`src/rtl/m72_pkg.sv`:
```
// m72_pkg: shared types for the M72 sound subsystem (sample-fetch FSM states,
// sample-ROM location in SDRAM, and the little-endian byte picker).
package m72_pkg;

  typedef enum logic [1:0] {SF_IDLE, SF_REQ, SF_DROP} sample_fetch_state_t;

  localparam logic [24:0] SAMPLE_ROM_BASE = 25'h0180000;

  function automatic logic [7:0] sample_byte(input logic [15:0] word, input logic odd);
    return odd ? word[15:8] : word[7:0];
  endfunction

endpackage

```
`src/rtl/sample_fetch_ctrl.sv`:
```
// sample_fetch_ctrl: Z80 sample-address counter (ports 80h/81h/82h) and SDRAM byte fetcher
// feeding port 84h. Define SAMPLE_PREFETCH_EN for the word buffer with next-word prefetch.
module sample_fetch_ctrl
  import m72_pkg::*;
#(
  parameter int                SDR_AW    = 25,
  parameter logic [SDR_AW-1:0] BASE_ADDR = SDR_AW'(SAMPLE_ROM_BASE)
) (
  input  logic              CLK_32M,
  input  logic              reset_n,
  input  logic              pause,
  input  logic [15:0]       sample_addr,
  input  logic [1:0]        sample_addr_wr,
  input  logic              sample_inc,
  output logic [7:0]        sample_data,
  output logic              sample_valid,
  output logic              rom_req,
  output logic [SDR_AW-1:0] rom_addr,
  input  logic              rom_ack,
  input  logic [15:0]       rom_data
);

  sample_fetch_state_t state;
  logic [15:0] addr_q, addr_new, addr_nxt;
  logic        chg, hit, valid_eff, stale, take_data;
  logic        idle_free, issue_dem, issue_bg, issue;
  logic [14:0] issue_word;
  logic [7:0]  ack_byte, buf_byte;

  // Load beats increment; a strobe only counts when not paused.
  always_comb begin
    addr_new = addr_q;
    if (sample_addr_wr[0]) addr_new[7:0]  = sample_addr[7:0];
    if (sample_addr_wr[1]) addr_new[15:8] = sample_addr[15:8];
    if (sample_addr_wr == 2'b00 && sample_inc) addr_new = addr_q + 16'd1;
  end

  assign chg       = !pause && (sample_addr_wr != 2'b00 || sample_inc);
  assign addr_nxt  = chg ? addr_new : addr_q;
  assign valid_eff = chg ? hit : sample_valid;
  assign idle_free = (state != SF_REQ) && !pause;
  assign issue_dem = idle_free && !valid_eff;
  assign issue     = issue_dem || issue_bg;
  assign issue_word = issue_dem ? addr_nxt[15:1] : addr_nxt[15:1] + 15'd1;
  assign ack_byte  = sample_byte(rom_data, addr_nxt[0]);

`ifdef SAMPLE_PREFETCH_EN
  logic [14:0] buf_word, req_word;
  logic [15:0] buf_data;
  logic        buf_ok, ack_take;

  assign ack_take  = (state == SF_REQ) && rom_ack;
  assign hit       = buf_ok && (buf_word == addr_nxt[15:1]);
  assign buf_byte  = sample_byte(buf_data, addr_nxt[0]);
  assign take_data = (req_word == addr_nxt[15:1]);
  // Sitting on the odd byte of a word: pull the following word in the background.
  assign issue_bg  = idle_free && valid_eff && addr_nxt[0] &&
                     !(buf_ok && buf_word == addr_nxt[15:1] + 15'd1);

  always_ff @(posedge CLK_32M or negedge reset_n) begin
    if (!reset_n)      buf_ok <= 1'b0;
    else if (ack_take) buf_ok <= 1'b1;
  end

  always_ff @(posedge CLK_32M) begin
    if (issue) req_word <= issue_word;
    if (ack_take) begin
      buf_word <= req_word;
      buf_data <= rom_data;
    end
  end
`else
  assign hit       = 1'b0;
  assign buf_byte  = 8'h00;
  assign take_data = !(stale || chg);
  assign issue_bg  = 1'b0;
`endif

  always_ff @(posedge CLK_32M or negedge reset_n) begin
    if (!reset_n) begin
      state        <= SF_IDLE;
      addr_q       <= 16'h0000;
      sample_data  <= 8'h00;
      sample_valid <= 1'b0;
      rom_req      <= 1'b0;
      stale        <= 1'b0;
    end else begin
      addr_q <= addr_nxt;
      if (chg) begin
        sample_valid <= hit;
        if (hit) sample_data <= buf_byte;
      end
      case (state)
        SF_IDLE, SF_DROP: begin
          if (issue) begin
            state   <= SF_REQ;
            rom_req <= 1'b1;
            stale   <= 1'b0;
          end else begin
            state <= SF_IDLE;
          end
        end
        SF_REQ: begin
          if (rom_ack) begin
            rom_req <= 1'b0;
            if (take_data) begin
              sample_data  <= ack_byte;
              sample_valid <= 1'b1;
              state        <= SF_IDLE;
            end else begin
              // Stale data: request drops for a cycle before the refetch.
              state <= (stale || chg) ? SF_DROP : SF_IDLE;
            end
          end else if (chg) begin
            stale <= 1'b1;
          end
        end
        default: state <= SF_IDLE;
      endcase
    end
  end

  always_ff @(posedge CLK_32M) begin
    if (issue) rom_addr <= BASE_ADDR + {{(SDR_AW-16){1'b0}}, issue_word, 1'b0};
  end

endmodule

```
`config.mk`:
```
export PLATFORM = sky130hd
export DESIGN_NAME = sample_fetch_ctrl
export DESIGN_NICKNAME = d
export VERILOG_FILES = /design/src/rtl/m72_pkg.sv /design/src/rtl/sample_fetch_ctrl.sv
export SDC_FILE = /design/constraint.sdc
export NUM_CORES = 1
export LEC_CHECK = 0
export CAP_MARGIN = 20
export CORE_MARGIN = 1.5
export CORE_UTILIZATION = 40
export DETAILED_ROUTE_END_ITERATION = 7
export HOLD_SLACK_MARGIN = 0.15
export PLACE_DENSITY_LB_ADDON = 0.25
export SLEW_MARGIN = 20
export SYNTH_ARGS = -nofsm -noshare
export SYNTH_HDL_FRONTEND = slang
export SYNTH_SLANG_ARGS = --single-unit
```
`constraint.sdc`:
```
create_clock -name CLK_32M -period 5.9 [get_ports CLK_32M]
set_input_delay 0.59 -clock CLK_32M [delete_from_list [all_inputs] [get_ports CLK_32M]]
set_output_delay 0.59 -clock CLK_32M [all_outputs]
set_load 0.05 [all_outputs]
```
# [Word-level counts from Yosys, hierarchy flattened]
# Index checks and enable logic that the tools add are counted.
[totals] regBits=54 latch_bits=0 ramBits=0 romBits=0 inputBits=39 out_inout_bits=35 elab_cells=55 n_memories=0
[op_classes] add_sub_neg=3 multipliers=0 n_div=0 order_cmp=0 eq_ne=7 n_shift=0 n_mux=21 bitwise=1 reduce_logical=16
[ops] cell="2-to-1 mux 16 bit" count=2
[ops] cell="2-to-1 mux 8 bit" count=3
[ops] cell="adder 21 x 16 -> 22 bit (first input constant)" count=1
[ops] cell="adder 16 x 1 -> 16 bit (second input constant)" count=1
[ops] cell="adder 15 x 1 -> 15 bit (second input constant)" count=1
[ops] cell="2-to-1 mux 15 bit" count=1
[ops] cell="2-to-1 mux 1 bit" count=10
[ops] cell="!= test 2 bit (second input constant)" count=4
[ops] cell="AND reduction 3 bit" count=2
[ops] cell="logical AND 1 bit" count=4
[ops] cell="logical NOT 2 bit" count=2
[ops] cell="2-to-1 mux 2 bit" count=2
[ops] cell="case mux 1 bit (2 select lines)" count=2
[ops] cell="case mux 2 bit (2 select lines)" count=1
[ops] cell="AND reduction 4 bit" count=1
[ops] cell="nonzero test 2 bit" count=2
[ops] cell="equality test 2 x 1 -> 1 bit (second input constant)" count=1
[ops] cell="equality test 2 bit (second input constant)" count=1
[ops] cell="logical NOT 1 bit" count=2
[ops] cell="logical OR 1 bit" count=2
[ops] cell="!= test 2 x 1 -> 1 bit (second input constant)" count=1
[ops] cell="OR reduction 2 bit" count=1
[ops] cell="NOT 1 bit" count=1

# [Logic depth before layout (Yosys ltp)]
# Gate-level depths: netlist of the first run.
[logic_depth] word_depth=8 ltp_mapped=11 mapped_depth_nobuf=11

# [Worst setup path after synthesis of the first run]
# OpenSTA, ideal clock, no wires.
[synth_path] kind="input-to-reg" startpoint="input port sample_addr_wr[0]" endpoint="register rom_addr[11] (data pin)" setup_time_ps=267 arrival_ps=3224 t_required_ps=5633 setup_slack_ps=2409 cell_stages=8 path_buffers=1 cell_sequence="clkbuf_1 -> nor3_1 -> a211oi_1 -> nand2b_1 -> nor3_1 -> nand4_1 -> nor2_1 -> xor2_1"
[synth_between] elab_chain_len=8 elab_cells_between_ends=14 classes_between="add/sub: 2; mux: 5; reduce/logical: 7"
[synth_rtl] item="from (decl)" line="sample_fetch_ctrl.sv:13" source="input logic [1:0] sample_addr_wr,"
[synth_rtl] item="nonzero test 2 bit" line="sample_fetch_ctrl.sv:38" source="assign chg = !pause && (sample_addr_wr != 2'b00 || sample_inc);"
[synth_rtl] item="logical OR 1 bit" line="sample_fetch_ctrl.sv:38"
[synth_rtl] item="logical AND 1 bit" line="sample_fetch_ctrl.sv:38"
[synth_rtl] item="2-to-1 mux 1 bit" line="sample_fetch_ctrl.sv:40" source="assign valid_eff = chg ? hit : sample_valid;"
[synth_rtl] item="logical NOT 1 bit" line="sample_fetch_ctrl.sv:42" source="assign issue_dem = idle_free && !valid_eff;"
[synth_rtl] item="logical AND 1 bit" line="sample_fetch_ctrl.sv:42"
[synth_rtl] item="via issue" line="sample_fetch_ctrl.sv:26" source="logic idle_free, issue_dem, issue_bg, issue;"
[synth_rtl] item="2-to-1 mux 15 bit" line="sample_fetch_ctrl.sv:44" source="assign issue_word = issue_dem ? addr_nxt[15:1] : addr_nxt[15:1] + 15'd1;"
[synth_rtl] item="via issue_word[10]" line="sample_fetch_ctrl.sv:27" source="logic [14:0] issue_word;"
[synth_rtl] item="adder 21 x 16 -> 22 bit" line="sample_fetch_ctrl.sv:124" source="if (issue) rom_addr <= BASE_ADDR + {{(SDR_AW-16){1'b0}}, issue_word, 1'b0};"
[synth_rtl] item="to (signal assigned)" line="sample_fetch_ctrl.sv:124"
[synth_rtl] item="to (decl)" line="sample_fetch_ctrl.sv:18" source="output logic [SDR_AW-1:0] rom_addr,"
# The timed path passes the listed nets, and every way through them passes these cells.
# A chain may end at the register's enable or synchronous reset.

# [Final worst setup path of the first run]
[layout_path] startpoint="input port pause" endpoint="register rom_addr[15] (data pin)"
[layout_between] elab_cells_between_ends=10 classes_between="add/sub: 2; mux: 3; reduce/logical: 5"
[layout_rtl] item="from (decl)" line="sample_fetch_ctrl.sv:11" source="input logic pause,"
[layout_rtl] item="logical NOT 1 bit" line="sample_fetch_ctrl.sv:38"
[layout_rtl] item="logical AND 1 bit" line="sample_fetch_ctrl.sv:38"
[layout_rtl] item="2-to-1 mux 16 bit" line="sample_fetch_ctrl.sv:39" source="assign addr_nxt = chg ? addr_new : addr_q;"
[layout_rtl] item="via addr_nxt[2]" line="sample_fetch_ctrl.sv:24" source="logic [15:0] addr_q, addr_new, addr_nxt;"
[layout_rtl] item="adder 15 x 1 -> 15 bit" line="sample_fetch_ctrl.sv:44"
[layout_rtl] item="2-to-1 mux 15 bit" line="sample_fetch_ctrl.sv:44"
[layout_rtl] item="via issue_word[14]" line="sample_fetch_ctrl.sv:27"
[layout_rtl] item="adder 21 x 16 -> 22 bit" line="sample_fetch_ctrl.sv:124"
# The timed path passes the listed nets, and every way through them passes these cells.

==> flow_metrics.env, run 1 <==
export IMPL_grt_setup_unrepaired="false"
export IMPL_wire_per_inst_um=15.21
export IMPL_drive_gt1_frac=0.09480
export IMPL_ant_nets=0
export IMPL_syn_avg_cell_area_um2=10.02
export IMPL_slowest_stage="clkdlybuf4s50_1"
export IMPL_r2r_slack_ns=3.10
export IMPL_clockBufferDepth=2
export IMPL_syn_cell_area_um2=2635
export IMPL_ys_seq_area_frac=0.4463
export IMPL_n_antenna_cell=0
export IMPL_dpl_hpwl_um=4656
export IMPL_initial_utilization=0.4150
export IMPL_tightest_slew_ns=0.6833
export IMPL_grt_pass1_wl_um=10030
export IMPL_nNetsFinal=367
export IMPL_synth_area_mux_share=0.05745
export IMPL_r2r_end="rom_addr[15]$_DFFE_PP_"
export IMPL_hold_buffers=0
export IMPL_grt_max_degree=30
export IMPL_setup_tns_ns=0
export IMPL_hold_worst_slack_ns=0.4835
export IMPL_yosys_warnings=0
export IMPL_relSlewSlack=0.5435
export IMPL_pre_cts_ws_ns=2.207
export IMPL_worst_slack_ns=2.508
export IMPL_synth_ff_type="dfrtp_1"
export IMPL_viasPerCell=5.255
export IMPL_fmax_mhz=294.8
export IMPL_track_usage=0.1820
export IMPL_grt_pass1_vias=1962
export IMPL_crit_type="input pin to flop"
export IMPL_postRouteWirelength_um=6144
export IMPL_rows=29
export IMPL_hold_violations=0
export IMPL_synthAdderAreaFrac=0.009497
export IMPL_hold_class="flop to flop"
export IMPL_die_y_um=84.17
export IMPL_cp_arrival_ns=3.45
export IMPL_final_max_slew_viol_count=0
export IMPL_io_buffer_count=63
export IMPL_vdd_drop_max_mv=0.2164
export IMPL_synth_xor_xnor_area_share=0.04653
export IMPL_cts_tree="yes"
export IMPL_fin_skew_ns=0.007893
export IMPL_end_kind="flop"
export IMPL_p_leak_nw=1.359
export IMPL_period_needed_ns=3.392
export IMPL_synth_compound_gate_area_share=0.1330
export IMPL_dieWidth_um=84.17
export IMPL_cp_startpoint="pause"
export IMPL_endpoint="rom_addr[15]$_DFFE_PP_"
export IMPL_synth_top_family_by_area="simple AND/OR/NAND/NOR gates"
export IMPL_area_growth_synth_to_final_pct=30.10
export IMPL_post_cts_buffers=0
export IMPL_rr_worst_depth=8
export IMPL_drt_pass1_iterations=5
export IMPL_core_um2=6350
export IMPL_clock_latency_ns=0.31
export IMPL_dr_wl_met2_um=2923
export IMPL_synth_edf_count=15
export IMPL_setup_viol=0
export IMPL_async_reset_ff_frac=0.6591
export IMPL_syn_inst=263
export IMPL_ys_types=61
export IMPL_top_layer="met4"
export IMPL_status="completed"
export IMPL_required_ns=5.96
export IMPL_met3WireLength_um=271
export IMPL_htree_levels=2
export IMPL_root_buffer="clkbuf_8"
export IMPL_drv_cap=0
export IMPL_gp_congestion=0.8930
export IMPL_r2r_start="addr_q[0]$_DFF_PN0_"
export IMPL_power_per_cell_area_nw_per_um2=350.1
export IMPL_grt_ovfl_total=0
export IMPL_via_count=2123
export IMPL_slowest_delay_ns=0.87
export IMPL_cts_sinks=44
export IMPL_path_cells="clkdlybuf4s50_1 > nand2b_1 > o22ai_1 > a21oi_1 > ha_1 > nand2b_1 > nor3_1 > nand4_1 > nor4_4 > xor2_1"
export IMPL_ys_ff_latch=44
export IMPL_cp_max_fo=19
export IMPL_cp_start_kind="input pin"
export IMPL_synthSimpleGateAreaFrac=0.2460
export IMPL_fin_crit_sh=0.5749
export IMPL_drcViolationCount=0
export IMPL_drt_iter0_markers=156
export IMPL_mostFrequentLayoutCell="clkdlybuf4s50_1"
export IMPL_ctsResizeCount=0
export IMPL_numCtsBuffers=5
export IMPL_antenna_found_initial=0
export IMPL_die_area_um2=7084
export IMPL_mostFrequentLayoutCells="clkdlybuf4s50_1, nand2_1, dfrtp_1"
export IMPL_num_io_pins=74
export IMPL_crit_top_cell="nand2b_1"
export IMPL_wl_met1_um=2824
export IMPL_clk_pin_slew_ns=0.08
## critical path, delay by kind of cell
kind	cells	cell delay [ns]
AO/OA/AOI/OAI	2	0.36
XOR/XNOR	1	0.09
adder cells (fa/ha/maj)	1	0.20
buffers and inverters	1	0.87
AND/OR/NAND/NOR	5	1.33
## how the worst min path moves through the flow
stage                                    start  depth (start not counted)                    endpoint  slack [ns]
floorplan                              reset_n                          0         addr_q[0]$_DFF_PN0_        0.29
global placement    sample_data[3]$_DFFE_PN0P_                          2  sample_data[3]$_DFFE_PN0P_        0.46
detailed placement         rom_req$_DFFE_PN0P_                          2         rom_req$_DFFE_PN0P_        0.46
CTS                 sample_data[3]$_DFFE_PN0P_                          2  sample_data[3]$_DFFE_PN0P_        0.49
global route        sample_data[3]$_DFFE_PN0P_                          2  sample_data[3]$_DFFE_PN0P_        0.52
finish              sample_data[7]$_DFFE_PN0P_                          2  sample_data[7]$_DFFE_PN0P_        0.48
## metal layers
metal	up-vias	GRT usage
li1	1063	-
met1	977	0.2582
met2	72	0.2800
met3	11	0.02950
met4	0	0.07154
met5	-	0
## flip-flops by register name, summed over array words and instances (netlist names)
register and cells:
addr_q 16, rom_addr 15, rom_req 1, sample_data 8, sample_valid 1, stale 1, state 2
## cell usage after synthesis (2+ instances only)
library cell	count	area, um^2
a211oi_2	2	25.02
a21oi_1	8	40.04
a311oi_1	2	17.52
and2_1	2	12.51
buf_2	3	15.01
buf_4	11	82.58
clkbuf_1	3	11.26
conb_1	2	7.510
dfrtp_1	29	725.7
edfxtp_1	15	450.4
ha_1	2	25.02
inv_1	11	41.29
mux2i_1	14	140.1
nand2_1	35	131.4
nand2b_1	6	37.54
nand3_1	4	20.02
nand3_4	3	52.55
nand4_1	6	37.54
nor2_1	18	67.56
nor2b_1	3	18.77
nor3_1	7	35.03
nor3b_1	3	22.52
nor4_1	2	12.51
nor4_4	3	63.81
o21ai_0	13	65.06
o22ai_1	8	50.05
o32ai_1	2	17.52
xnor2_1	7	61.31
xor2_1	7	61.31
## power by group
part / internal [mW] / switching, mW / total (mW)
clock: 0.132 / 0.106 / 0.239
sequential: 0.397 / 0.0500 / 0.447
combinational: 0.178 / 0.337 / 0.514
total: 0.707 / 0.493 / 1.20
## per-stage QoR
step	power (mW)	util	instances	cell area [um^2]
floorplan	0.8043	-	271	2665
global placement	0.9630	0.5208	396	3307
detailed placement	0.9703	0.5208	396	3307
CTS	1.211	0.5399	404	3428
global route	1.259	0.5399	404	3428
finish	1.200	0.5399	404	3428
## area by class of cell
class | count | area [um^2]
tap | 77 | 96.34
fill | 580 | 2922
inverter | 11 | 41.29
clock buffer | 8 | 121.4
sequential | 44 | 1176
timing repair buffer | 66 | 653.1
multi-input combinational | 198 | 1340
## cell families after synthesis
logic type,count (synthesis)
xor+xnor,14
simple gates,107
compound gates,50
fa+ha+maj,2
other cells,2
flops,44
buf+inv,29
mux,15
Power figures use the tool's default switching activity.
==> run 2, diff against run 1 <==
- clock period: 5.9 -> 3.1 ns (I/O delays scaled with it)
==> run 2 against run 1 <==
Net effect: design area increased by 2.3%; critical endpoint is now rom_addr[9]$_DFFE_PP_; first-iteration DRC count down 14%; die area did not move; combinational power up 96%; power grew 84%; register-to-register slack got worse by 2.7 ns; clock skew shrank 0.0034 ns; sequential power rose by 91%; count of clock-buffer cells in the layout down 1.
==> flow_metrics.env, run 2 (synthesis results as in run 1) <==
export IMPL_cp_max_fo=8
export IMPL_final_max_slew_viol_count=0
export IMPL_slowest_delay_ns=0.65
export IMPL_multiInputGateArea_um2=1340
export IMPL_drv_cap=0
export IMPL_hold_buffers=0
export IMPL_mostFrequentLayoutCells="clkdlybuf4s50_1, nand2_1, dfrtp_1"
export IMPL_top_register="addr_q"
export IMPL_setup_tns_ns=0
export IMPL_grt_max_degree=30
export IMPL_antenna_found_initial=0
export IMPL_via_count=2221
export IMPL_fin_cells=420
export IMPL_tightest_slew_ns=0.5355
export IMPL_post_cts_buffers=0
export IMPL_end_kind="flop"
export IMPL_cts_tree="yes"
export IMPL_slowest_stage="clkdlybuf4s50_1"
export IMPL_clockBufferDepth=2
export IMPL_postRouteWirelength_um=6425
export IMPL_fin_crit_sh=0.9098
export IMPL_required_ns=3.16
export IMPL_power_per_cell_area_nw_per_um2=631.2
export IMPL_hold_class="input pin to async pin"
export IMPL_drive_gt1_frac=0.1283
export IMPL_period_needed_ns=2.820
export IMPL_relSlewSlack=0.6420
export IMPL_io_buffer_count=63
export IMPL_place_inst=412
export IMPL_n_antenna_cell=0
export IMPL_vdd_drop_max_mv=0.3739
export IMPL_dpl_hpwl_um=4880
export IMPL_area_growth_synth_to_final_pct=33.10
export IMPL_p_leak_nw=1.412
export IMPL_reg_top3="addr_q: 16 flops, rom_addr: 15 flops, sample_data: 8 flops"
export IMPL_fmax_mhz=354.5
export IMPL_ctsResizeCount=0
export IMPL_dieWidth_um=84.17
export IMPL_cts_sinks=44
export IMPL_hold_worst_slack_ns=0.4006
export IMPL_initial_utilization=0.4150
export IMPL_cp_startpoint="sample_inc"
export IMPL_grt_pass1_vias=2155
export IMPL_pre_cts_ws_ns=0.02269
export IMPL_die_y_um=84.17
export IMPL_seq_area_um2=1176
export IMPL_mostFrequentLayoutCell="clkdlybuf4s50_1"
export IMPL_drt_iter0_markers=134
export IMPL_viasPerCell=5.288
export IMPL_num_io_pins=74
export IMPL_worst_slack_ns=0.2795
export IMPL_power_total_mw=2.214
export IMPL_r2r_start="addr_q[0]$_DFF_PN0_"
export IMPL_setup_viol=0
export IMPL_place_area_um2=3427
export IMPL_crit_type="input pin to flop"
export IMPL_clock_latency_ns=0.30
export IMPL_drcViolationCount=0
export IMPL_wire_per_inst_um=15.30
export IMPL_gp_congestion=0.8936
export IMPL_grt_pass1_wl_um=10660
export IMPL_numCtsBuffers=5
export IMPL_ant_nets=0
export IMPL_path_cells="clkdlybuf4s50_1 > nand2b_1 > a22oi_1 > o221ai_1 > inv_1 > ha_1 > nand2b_1 > nor3_1 > nand4_1 > buf_4 > xnor2_1"
export IMPL_status="completed"
export IMPL_crit_top_cell="nand2b_1"
export IMPL_track_usage=0.1907
export IMPL_grt_setup_unrepaired="false"
export IMPL_postLayoutCellArea_um2=3507
export IMPL_nFillCells=562
export IMPL_largest_register_ffs=16
export IMPL_cp_arrival_ns=2.88
export IMPL_htree_levels=2
export IMPL_rows=29
export IMPL_clk_pin_slew_ns=0.08
export IMPL_grt_ovfl_total=0
export IMPL_root_buffer="clkbuf_8"
export IMPL_fin_skew_ns=0.004474
export IMPL_utilization=0.5523
export IMPL_hold_violations=0
export IMPL_drt_pass1_iterations=4
export IMPL_cp_start_kind="input pin"
export IMPL_nNetsFinal=383
export IMPL_die_area_um2=7084
export IMPL_core_um2=6350
-- run 2: changes by cell type in the layout (fill, tap and decap cells not counted), sizes merged --
cell	before	now
clkinv	0	1
buf	3	19
clkbuf	8	7
-- run 2: where the power goes --
| part | total (mW) | leakage [nW] | switching (mW) | internal, mW |
|---|---|---|---|---|
| clock | 0.349 | 0.0399 | 0.192 | 0.157 |
| combinational | 1.01 | 0.888 | 0.646 | 0.365 |
| sequential | 0.854 | 0.484 | 0.0989 | 0.756 |
| total | 2.21 | 1.41 | 0.936 | 1.28 |
-- run 2: final timing paths --
check                                        endpoint  slack, ns  cells past startpoint
min                        sample_data[4]$_DFFE_PN0P_       0.40                      2
min reg2reg                sample_data[1]$_DFFE_PN0P_       0.48                      2
min in group CLK_32M       sample_data[1]$_DFFE_PN0P_       0.48                      2
max                             rom_addr[9]$_DFFE_PP_       0.28                     11
max in group asynchronous         addr_q[7]$_DFF_PN0_       2.41                      2
max reg2reg                     rom_addr[9]$_DFFE_PP_       0.44                      8
-- run 2: per-layer routing --
| metal | share of wire | wire length [um] | global-route usage | vias up |
|---|---|---|---|---|
| met4 | 0.012 | 77 | 0.05961 | 0 |
| li1 | - | - | - | 1083 |
| met2 | 0.49 | 3154 | 0.3215 | 57 |
| met5 | 0 | 0 | 0 | - |
| met1 | 0.46 | 2929 | 0.2508 | 1075 |
| met3 | 0.041 | 263 | 0.03343 | 6 |
-- run 2: worst max-delay path: cells and delay by family --
| kind | cells | cell delay [ns] |
|---|---|---|
| buffers and inverters | 3 | 1.02 |
| AND/OR/NAND/NOR | 4 | 0.89 |
| AO/OA/AOI/OAI | 2 | 0.41 |
| adder cells (fa/ha/maj) | 1 | 0.14 |
| XOR/XNOR | 1 | 0.11 |
-- run 2: area by class of cell --
type,count,area share
clock inverter,1,0.001070
inverter,11,0.01177
clock buffer,7,0.02176
tap,77,0.02747
sequential,44,0.3354
multi-input combinational,198,0.3821
timing repair buffer,82,0.2205
==> run 3, diff against run 2 <==
- CTS_BUF_LIST: not set -> sky130_fd_sc_hd__clkbuf_16
- CTS_CLUSTER_SIZE: not set -> 8
- REMOVE_ABC_BUFFERS: not set -> 1
==> run 3 against run 2 <==
Net effect: flip-flop and latch count stayed put; critical endpoint is now rom_addr[15]$_DFFE_PP_; clock skew increased by 0.0010 ns; maximum frequency increased by 3.8%; via count down 1.5%.
==> flow_metrics.env, run 3 (synthesis results as in run 1) <==
export IMPL_fmax_mhz=368.0
export IMPL_io_buffer_count=63
export IMPL_track_usage=0.1859
export IMPL_initial_utilization=0.4150
export IMPL_status="completed"
export IMPL_cp_startpoint="sample_addr_wr[1]"
export IMPL_numCtsBuffers=5
export IMPL_power_per_cell_area_nw_per_um2=660.7
export IMPL_crit_top_cell="buf_4"
export IMPL_internal_power_mw=1.409
export IMPL_r2r_start="addr_q[0]$_DFF_PN0_"
export IMPL_p_leak_nw=1.447
export IMPL_mostFrequentLayoutCell="clkdlybuf4s50_1"
export IMPL_die_area_um2=7084
export IMPL_grt_pass1_wl_um=10570
export IMPL_utilization=0.5612
export IMPL_period_needed_ns=2.718
export IMPL_setup_tns_ns=0
export IMPL_hold_class="input pin to async pin"
export IMPL_reg_top3="addr_q: 16 flops, rom_addr: 15 flops, sample_data: 8 flops"
export IMPL_area_growth_synth_to_final_pct=35.23
export IMPL_root_buffer="clkbuf_16"
export IMPL_cts_tree="yes"
export IMPL_core_um2=6350
export IMPL_wire_per_inst_um=14.77
export IMPL_power_total_mw=2.354
export IMPL_cts_sinks=44
export IMPL_nNetsFinal=383
export IMPL_tightest_slew_ns=0.5411
export IMPL_p_sw_frac=0.4015
export IMPL_drt_pass1_iterations=4
export IMPL_hold_buffers=0
export IMPL_required_ns=3.13
export IMPL_gp_congestion=0.9379
export IMPL_num_io_pins=74
export IMPL_cp_arrival_ns=2.75
export IMPL_largest_register_ffs=16
export IMPL_grt_setup_unrepaired="false"
export IMPL_relSlewSlack=0.6382
export IMPL_setup_viol=0
export IMPL_rows=29
export IMPL_slowest_stage="clkdlybuf4s50_1"
export IMPL_place_inst=412
export IMPL_via_count=2187
export IMPL_viasPerCell=5.207
export IMPL_final_max_slew_viol_count=0
export IMPL_fin_cells=420
export IMPL_vdd_drop_max_mv=0.4158
export IMPL_dpl_hpwl_um=4681
export IMPL_antenna_found_initial=0
export IMPL_htree_levels=2
export IMPL_path_cells="clkdlybuf4s50_1 > buf_4 > nor3b_2 > nand3_1 > mux2i_1 > nor4_1 > nand4_1 > buf_4 > nor4_4 > xor2_1"
export IMPL_fin_crit_sh=0.8766
export IMPL_drv_cap=0
export IMPL_ant_nets=0
export IMPL_crit_type="input pin to flop"
export IMPL_hold_violations=0
export IMPL_cp_max_fo=8
export IMPL_clk_pin_slew_ns=0.06
export IMPL_grt_ovfl_total=0
export IMPL_seqPwrFrac=0.363
export IMPL_n_antenna_cell=0
export IMPL_p_comb_frac=0.425
export IMPL_rr_worst_depth=11
export IMPL_dieWidth_um=84.17
export IMPL_r2r_slack_ns=0.44
export IMPL_top_register="addr_q"
export IMPL_cp_start_kind="input pin"
export IMPL_end_kind="flop"
export IMPL_slowest_delay_ns=0.55
export IMPL_endpoint="rom_addr[15]$_DFFE_PP_"
export IMPL_drt_iter0_markers=187
export IMPL_mostFrequentLayoutCells="clkdlybuf4s50_1, nand2_1, dfrtp_1"
export IMPL_power_switching_mw=0.9453
export IMPL_drcViolationCount=0
export IMPL_clockBufferDepth=2
export IMPL_r2r_end="rom_addr[15]$_DFFE_PP_"
export IMPL_ctsResizeCount=0
export IMPL_post_cts_buffers=0
export IMPL_grt_max_degree=30
export IMPL_power_frac_clock=0.212
export IMPL_postRouteWirelength_um=6205
export IMPL_fin_skew_ns=0.005482
export IMPL_die_y_um=84.17
export IMPL_drive_gt1_frac=0.1283
export IMPL_grt_pass1_vias=2151
export IMPL_clock_latency_ns=0.28
==> run 3: layout make-up <==
class	count	area (um^2)
fill	543	2786
multi-input combinational	198	1340
sequential	44	1176
timing repair buffer	82	773.2
clock buffer	5	125.1
tap	77	96.34
inverter	11	41.29
clock inverter	3	11.26
==> run 3: worst min path at each step <==
stage	from	endpoint	slack, ns	cells past startpoint
floorplan	reset_n	addr_q[0]$_DFF_PN0_	0.01	0
global placement	sample_data[2]$_DFFE_PN0P_	sample_data[2]$_DFFE_PN0P_	0.46	2
detailed placement	sample_data[0]$_DFFE_PN0P_	sample_data[0]$_DFFE_PN0P_	0.47	2
CTS	reset_n	sample_data[0]$_DFFE_PN0P_	0.44	2
global route	reset_n	sample_data[0]$_DFFE_PN0P_	0.45	2
finish	reset_n	sample_data[0]$_DFFE_PN0P_	0.42	2
==> run 3: critical path, delay by kind of cell <==
family	cells	cell delay (ns)
buffers and inverters	3	0.98
XOR/XNOR	1	0.10
AND/OR/NAND/NOR	5	1.19
multiplexers	1	0.16
==> run 3: power groups by stage <==
stage | registers, mW | clock network [mW] | logic (mW)
after detailed placement | 0.862 | 0 | 1.00
after global routing | 0.875 | 0.526 | 1.07
after global placement | 0.860 | 0 | 1.00
final | 0.856 | 0.498 | 1.00
after floorplan | 1.17 | 0 | 0.337
after CTS | 0.855 | 0.506 | 1.01
==> run 3: routing by layer <==
metal | track usage | share of wire | up-vias | wire length [um]
met5 | 0 | 0 | - | 0
met4 | 0.05961 | 0.0098 | 0 | 61
met3 | 0.02655 | 0.046 | 4 | 287
met2 | 0.3047 | 0.48 | 57 | 2960
met1 | 0.2554 | 0.47 | 1039 | 2896
li1 | - | - | 1087 | -
==> run 3: stage by stage <==
| step | hold slack (ns) | setup slack [ns] | instance area (um^2) |
|---|---|---|---|
| after floorplan | 0.01441 | -0.004075 | 2552 |
| after global placement | 0.4621 | 0.1256 | 3427 |
| after detailed placement | 0.4691 | 0.1251 | 3427 |
| after CTS | 0.4382 | 0.3933 | 3563 |
| after global routing | 0.4488 | 0.1339 | 3563 |
| final | 0.4175 | 0.3824 | 3563 |
